### config.mk
export PLATFORM = sky130hd
export DESIGN_NAME = mem_loader
export DESIGN_NICKNAME = d
export VERILOG_FILES = /design/src/rtl/mem_loader.sv
export SDC_FILE = /design/constraint.sdc
export NUM_CORES = 1
export LEC_CHECK = 0
export ABC_AREA = 1
export BUFFER_PORTS_ARGS = -buffer_cell sky130_fd_sc_hd__buf_4
export CAP_MARGIN = 20
export CORE_ASPECT_RATIO = 1.4
export CORE_UTILIZATION = 53
export CTS_CLUSTER_SIZE = 8
export DETAILED_ROUTE_END_ITERATION = 10
export PLACE_DENSITY = 0.8
export SYNTH_ARGS = -nofsm -noshare
export SYNTH_HDL_FRONTEND = slang
export SYNTH_SLANG_ARGS = --single-unit
### constraint.sdc
create_clock -name clk -period 2.4 [get_ports clk]
set_input_delay 0 -clock clk [delete_from_list [all_inputs] [get_ports clk]]
set_output_delay 0 -clock clk [all_outputs]
set_load 0.05 [all_outputs]
### src/rtl/mem_loader.sv
// mem_loader: boot loader that streams a byte image into SRAM from BASE_ADDR,
// then reads it back and compares sum/xor checksums before releasing the bus.
module mem_loader #(
    parameter logic [7:0] BASE_ADDR = 8'h00,
    parameter logic [7:0] LAST_ADDR = 8'hFE
) (
    input  logic       clk,
    input  logic       res,
    input  logic       start,
    input  logic [7:0] byte_in,
    input  logic       byte_valid,
    input  logic       byte_last,
    output logic       byte_ready,
    output logic [7:0] mem_address,
    output logic [7:0] mem_data_out,
    output logic       mem_write_enable,
    input  logic [7:0] mem_data_in,
    output logic       busy,
    output logic       cpu_hold,
    output logic       done,
    output logic       error,
    output logic [7:0] error_addr,
    output logic [7:0] checksum
);
    typedef enum logic [2:0] {IDLE, LOAD, VERIFY, CHECK, DONE, FAIL} state_t;
    state_t state, state_nx;
    logic [7:0] wptr, endptr, rptr, sum, xsum, rsum, rxsum, fsum, fxsum;
    logic rd_valid, rd_issued, hs, go, pass, owns_bus;

    assign byte_ready = state == LOAD;
    assign hs = byte_valid & byte_ready;
    assign go = start & (state == IDLE || state == DONE || state == FAIL);
    // The first VERIFY cycle still carries the final write, so only later cycles present read addresses.
    assign rd_issued = state == VERIFY && !mem_write_enable;
    assign fsum = rsum + mem_data_in;
    assign fxsum = rxsum ^ mem_data_in;
    assign pass = fsum == sum && fxsum == xsum;
    assign owns_bus = state_nx == LOAD || state_nx == VERIFY || state_nx == CHECK;

    always_comb begin
        state_nx = state;
        case (state)
            IDLE, DONE, FAIL: state_nx = start ? LOAD : state;
            LOAD:   state_nx = !hs ? LOAD : byte_last ? VERIFY : wptr == LAST_ADDR ? FAIL : LOAD;
            VERIFY: state_nx = rd_issued && mem_address == endptr ? CHECK : VERIFY;
            CHECK:  state_nx = pass ? DONE : FAIL;
            default: state_nx = IDLE;
        endcase
    end

    always_ff @(posedge clk or negedge res) begin
        if (!res) begin
            state <= IDLE;
            wptr <= '0;
            endptr <= '0;
            rptr <= '0;
            sum <= '0;
            xsum <= '0;
            rsum <= '0;
            rxsum <= '0;
            rd_valid <= 1'b0;
            mem_address <= '0;
            mem_data_out <= '0;
            mem_write_enable <= 1'b0;
            busy <= 1'b0;
            cpu_hold <= 1'b0;
            done <= 1'b0;
            error <= 1'b0;
            error_addr <= '0;
            checksum <= '0;
        end else begin
            state <= state_nx;
            busy <= owns_bus;
            cpu_hold <= owns_bus;
            mem_write_enable <= hs;
            rd_valid <= rd_issued;
            if (go) begin
                wptr <= BASE_ADDR;
                rptr <= BASE_ADDR;
                sum <= '0;
                xsum <= '0;
                rsum <= '0;
                rxsum <= '0;
                done <= 1'b0;
                error <= 1'b0;
                error_addr <= '0;
                checksum <= '0;
            end
            if (hs) begin
                mem_address <= wptr;
                mem_data_out <= byte_in;
                sum <= sum + byte_in;
                xsum <= xsum ^ byte_in;
                wptr <= wptr + 8'd1;
                if (byte_last)
                    endptr <= wptr;
                else if (wptr == LAST_ADDR) begin
                    error <= 1'b1;
                    error_addr <= 8'hFF;
                    checksum <= sum + byte_in;
                end
            end
            if (state == VERIFY) begin
                if (state_nx == VERIFY) begin
                    mem_address <= rptr;
                    rptr <= rptr + 8'd1;
                end
                if (rd_valid) begin
                    rsum <= fsum;
                    rxsum <= fxsum;
                end
            end
            if (state == CHECK) begin
                done <= pass;
                error <= !pass;
                checksum <= sum;
                if (!pass) error_addr <= endptr;
            end
        end
    end
endmodule

==> summary.md <==
| Metric | Value |
|---|---|
| Post-Route Utilization | `68.9%` |
| Comb pwr share | `49.1%` |
| Sw Pwr | `3.59 mW` |
| Mean post-synth cell area | `8.07 µm²` |
| RSZ-0062 raised after global routing | `true` |
| Hold_sp | `mem_data_in[5]` |
| Fin cells | `861` |
| Max Root-Sink Buffers | `2` |
| Leak pwr | `3.35 nW` |
| Final period util | `109%` |
| Seq/Total Area, Yosys | `approximately 46%` |
| CP Max Fanout | `4` |
| Area delta synth->final | `25.8%` |
| Initial Utilization | `54.8%` |
| # DRC | `0` |
| GRT overflow | `0` |
| Final setup margin | `-0.220 ns` |
| Reg2reg start | `rsum[0]$_DFF_PN0_` |
| Power Dens Cells | `1160 mW/mm²` |
| Critical path's slowest cell | `fa_2` |
| Area leader, netlist | `dfrtp_1` |
| Buf+Inv Stages, Crit Path | `3` |
| CTS clk-pin slew, worst paths | `0.07 ns` |
| Ys async rst share | `100%` |
| Drt wl/cell | `about 17 µm` |
| Share of cells above drive strength 1 | `20.6%` |
| Syn. warnings | `0` |
| Vias in the first global route | `around 4,800` |
| Worst setup startpoint | `rsum[0]$_DFF_PN0_` |
| DRT iter0 DRCs | `between 300 and 400` |
| Via count | `4,777` |
| CTS Sinks | `96` |
| Worst path required time | `2.65 ns` |
| Worst Skew | `~0.0093 ns` |
| Most numerous cell in the Yosys netlist | `nand2_1` |
| Initial antenna violation count | `0` |
| Skew-Pair Late Insertion Delay | `0.35 ns` |
| DRT Wirelength | `between 10 and 15 mm` |
| Most used DFF post-synth | `dfrtp_1` |
| Port Buf Inserts | `58` |
| Synth area leaders | `dfrtp_1, nand2_1, nand3_1, inv_1, o21ai_0` |
| Multi-input combinational cell area | `0.00258 mm²` |
| Post-synth top cells | `nand2_1, dfrtp_1, inv_1` |
| Cts bufs inserted | `9` |
| Fin. max-slew vios | `0` |
| Post-Synthesis Cell Area | `0.00521 mm²` |
| Setup TNS | `-4.53 ns` |
| Dpl hpwl | `roughly 9.5 mm` |
| CTS tree | `yes` |
| Height of the die | `119 µm` |
| Gpl congestion | `0.847` |
| Io pins | `59` |
| Hold path cells | `3` |
| Hold Crit Class | `in2reg` |
| Top-area cell type share of the netlist area | `46.1%` |
| Core footprint | `0.00951 mm²` |
| Rows | `42` |
| Sequential cell area | `around 0.0024 mm²` |
| 1st-pass router iterations | `6` |
| Layout Nets | `roughly 760` |
| Worst EP arrival | `2.87 ns` |
| Worst-margin pin slew | `0.806 ns` |
| Internal Power | `4.04 mW` |
| Antenna-violating nets left | `0` |
| R2R Setup Slk | `-0.22 ns` |
| Post-synth EDFFs | `0` |
| Placed Cells | `829` |
| Max transition margin | `46.2%` |
| Routed vias/inst | `5.55` |
| Global-route wire length before repair | `between 20 and 25 mm` |
| Largest net degree at the start of global routing | `63` |
| Delay-heaviest family, CP | `simple AND/OR/NAND/NOR gates` |
| Clock network fraction of total power | `18.3%` |
| GRT Total Usage | `roughly 30%` |
| Crit path kind | `reg2reg` |
| Gate Count Post-Synth | `646` |
| Max rail drop VDD | `just under 0.7 mV` |
| Post-synth net total | `around 690` |
| Die area | `around 0.010 mm²` |
| Post-DP Area | `between 0.005 and 0.006 mm²` |
| Die width | `85.8 µm` |
| R2R Path End | `rptr[0]$_DFF_PN0_` |
| Violated checks | `negative setup slack` |
| Layout fillers | `712` |
| Final Hold Vio Count | `0` |
| Worst path depth | `16` |
| Max Cap Viol | `0` |
| Sw frac | `47.1%` |
| Crit-path max cell delay | `0.56 ns` |
| Clock period minus worst slack | `2.62 ns` |
| Post-synthesis cell type count | `41` |
| Critical path launch point type | `flip-flop` |
| Critical-path cell list | `ha_4 > fa_2 > xnor2_2 > nand2_1 > nor2_1 > nand3_1 > nor2_1 > nand2_1 > nor2_2 > nand3_2 > nand2_4 > buf_8 > buf_6 > nand4_1 > nand2_1 > inv_1` |
| Tot Pwr | `7.63 mW` |
| Worst setup EP type | `flip-flop` |
| Hold worst-path end | `rxsum[5]$_DFF_PN0_` |
| Status | `complete, but fails checks` |
| Critical Path Most Common Cell | `nand2_1` |
| Synth Register Bits | `96` |
| Setup violators final | `26` |
| CTS root buf | `clkbuf_16` |
| H-Tree Depth | `3` |
| Worst Reg-to-Reg Cells | `16` |
| Layout Cell Area excl Fill | `0.00656 mm²` |
| Sequential share of power | `around 33%` |
| Fmax | `0.382 GHz` |
| Diode count | `0` |
timing repair:
item | 4_1_cts | 5_1_grt
gates cloned | 4 | 0
gates resized for setup | 44 | 29
setup endpoints to repair | 26 | 26
setup buffers | 2 | 1
endpoints found under the hold margin | 73 | 0
pin swaps | 5 | 1
hold buffers | 11 | 0
worst max-delay path by stage:
stage | to | slack [ns]
2_1_floorplan | mem_address[5]$_DFF_PN0_ | 0.03
3_3_place_gp | rptr[6]$_DFF_PN0_ | -0.12
3_5_place_dp | rptr[5]$_DFF_PN0_ | -0.22
4_1_cts | rptr[5]$_DFF_PN0_ | -0.13
5_1_grt | rptr[0]$_DFF_PN0_ | -0.33
6_report | rptr[0]$_DFF_PN0_ | -0.22
cell type report:
type                       count  share of cell area [%]
sequential                    96                    36.6
multi-input combinational    443                    39.4
inverter                      85                    4.89
clock inverter                 7                   0.935
timing repair buffer          89                    12.2
clock buffer                   9                    3.44
tap                          132                    2.52
cells by family after synthesis:
logic type	count (synthesis)	synth area share, %
compound gates	113	12.2
fa+ha+maj	19	4.85
flops	96	46.1
xor+xnor	30	5.04
buf+inv	107	8.36
simple gates	281	23.5
worst reg2reg max path: cells and delay by family (launching register included):
kind / cells / cell delay (ns)
and+or+nand+nor: 10 / 0.98
adders and majority gates: 2 / 0.74
DFF: 1 / 0.42
buffers and inverters: 3 / 0.27
xor gates and xnor gates: 1 / 0.11
per-stage QoR:
stage                     hold slack, ns  setup WS [ns]
after global placement             0.133         -0.122
final                             0.0189         -0.220
after detailed placement           0.142         -0.222
after global routing              0.0520         -0.326
after floorplan                   -0.296         0.0303
after CTS                         0.0191         -0.132
registers in the layout, summed over array words and instances, names as in the netlist, 3 cells and up:
register      cells
checksum          8
endptr            8
xsum              8
mem_address       8
state             3
rxsum             8
rptr              8
wptr              8
error_addr        8
mem_data_out      8
rsum              8
sum               8
power by group through the flow:
stage | Clock, mW | Sequential, mW | Combinational [mW]
finish | 1.40 | 2.49 | 3.74
global route | 1.47 | 2.53 | 4.02
CTS | 1.41 | 2.47 | 3.67
detailed placement | 0 | 2.49 | 3.38
global placement | 0 | 2.46 | 3.29
floorplan | 0 | 3.15 | 1.69
layer usage:
layer | GRT usage, % | vias up | share of wire, %
li1 | - | 2267 | -
met1 | 33.7 | 2272 | 36
met2 | 52.1 | 194 | 54
met3 | 3.33 | 44 | 5.6
met4 | 18.0 | 0 | 5.0
met5 | 0 | - | 0
layout by cell type, fill, tap and decap left out, types with 2 or more instances in the layout:
cell type and n:
o21ai_0 44, o21ai_1 6, buf_16 3, inv_2 3, xnor2_1 12, o21bai_1 3, clkinv_4 2, nand2_4 13
o22ai_1 10, nor2_2 4, inv_6 5, nand3b_1 4, clkbuf_16 9, buf_8 2, nor2_1 20, o21ai_2 15
a21oi_1 23, nand2_1 150, nor3_1 3, nand3_2 4, ha_1 16, o221ai_1 7, buf_12 2, xor2_1 17
nand3_1 64, buf_4 70, nand2_2 7, nand4_1 5, dlygate4sd3_1 11, inv_1 80, dfrtp_1 96
(Power assumes the default switching activity.)
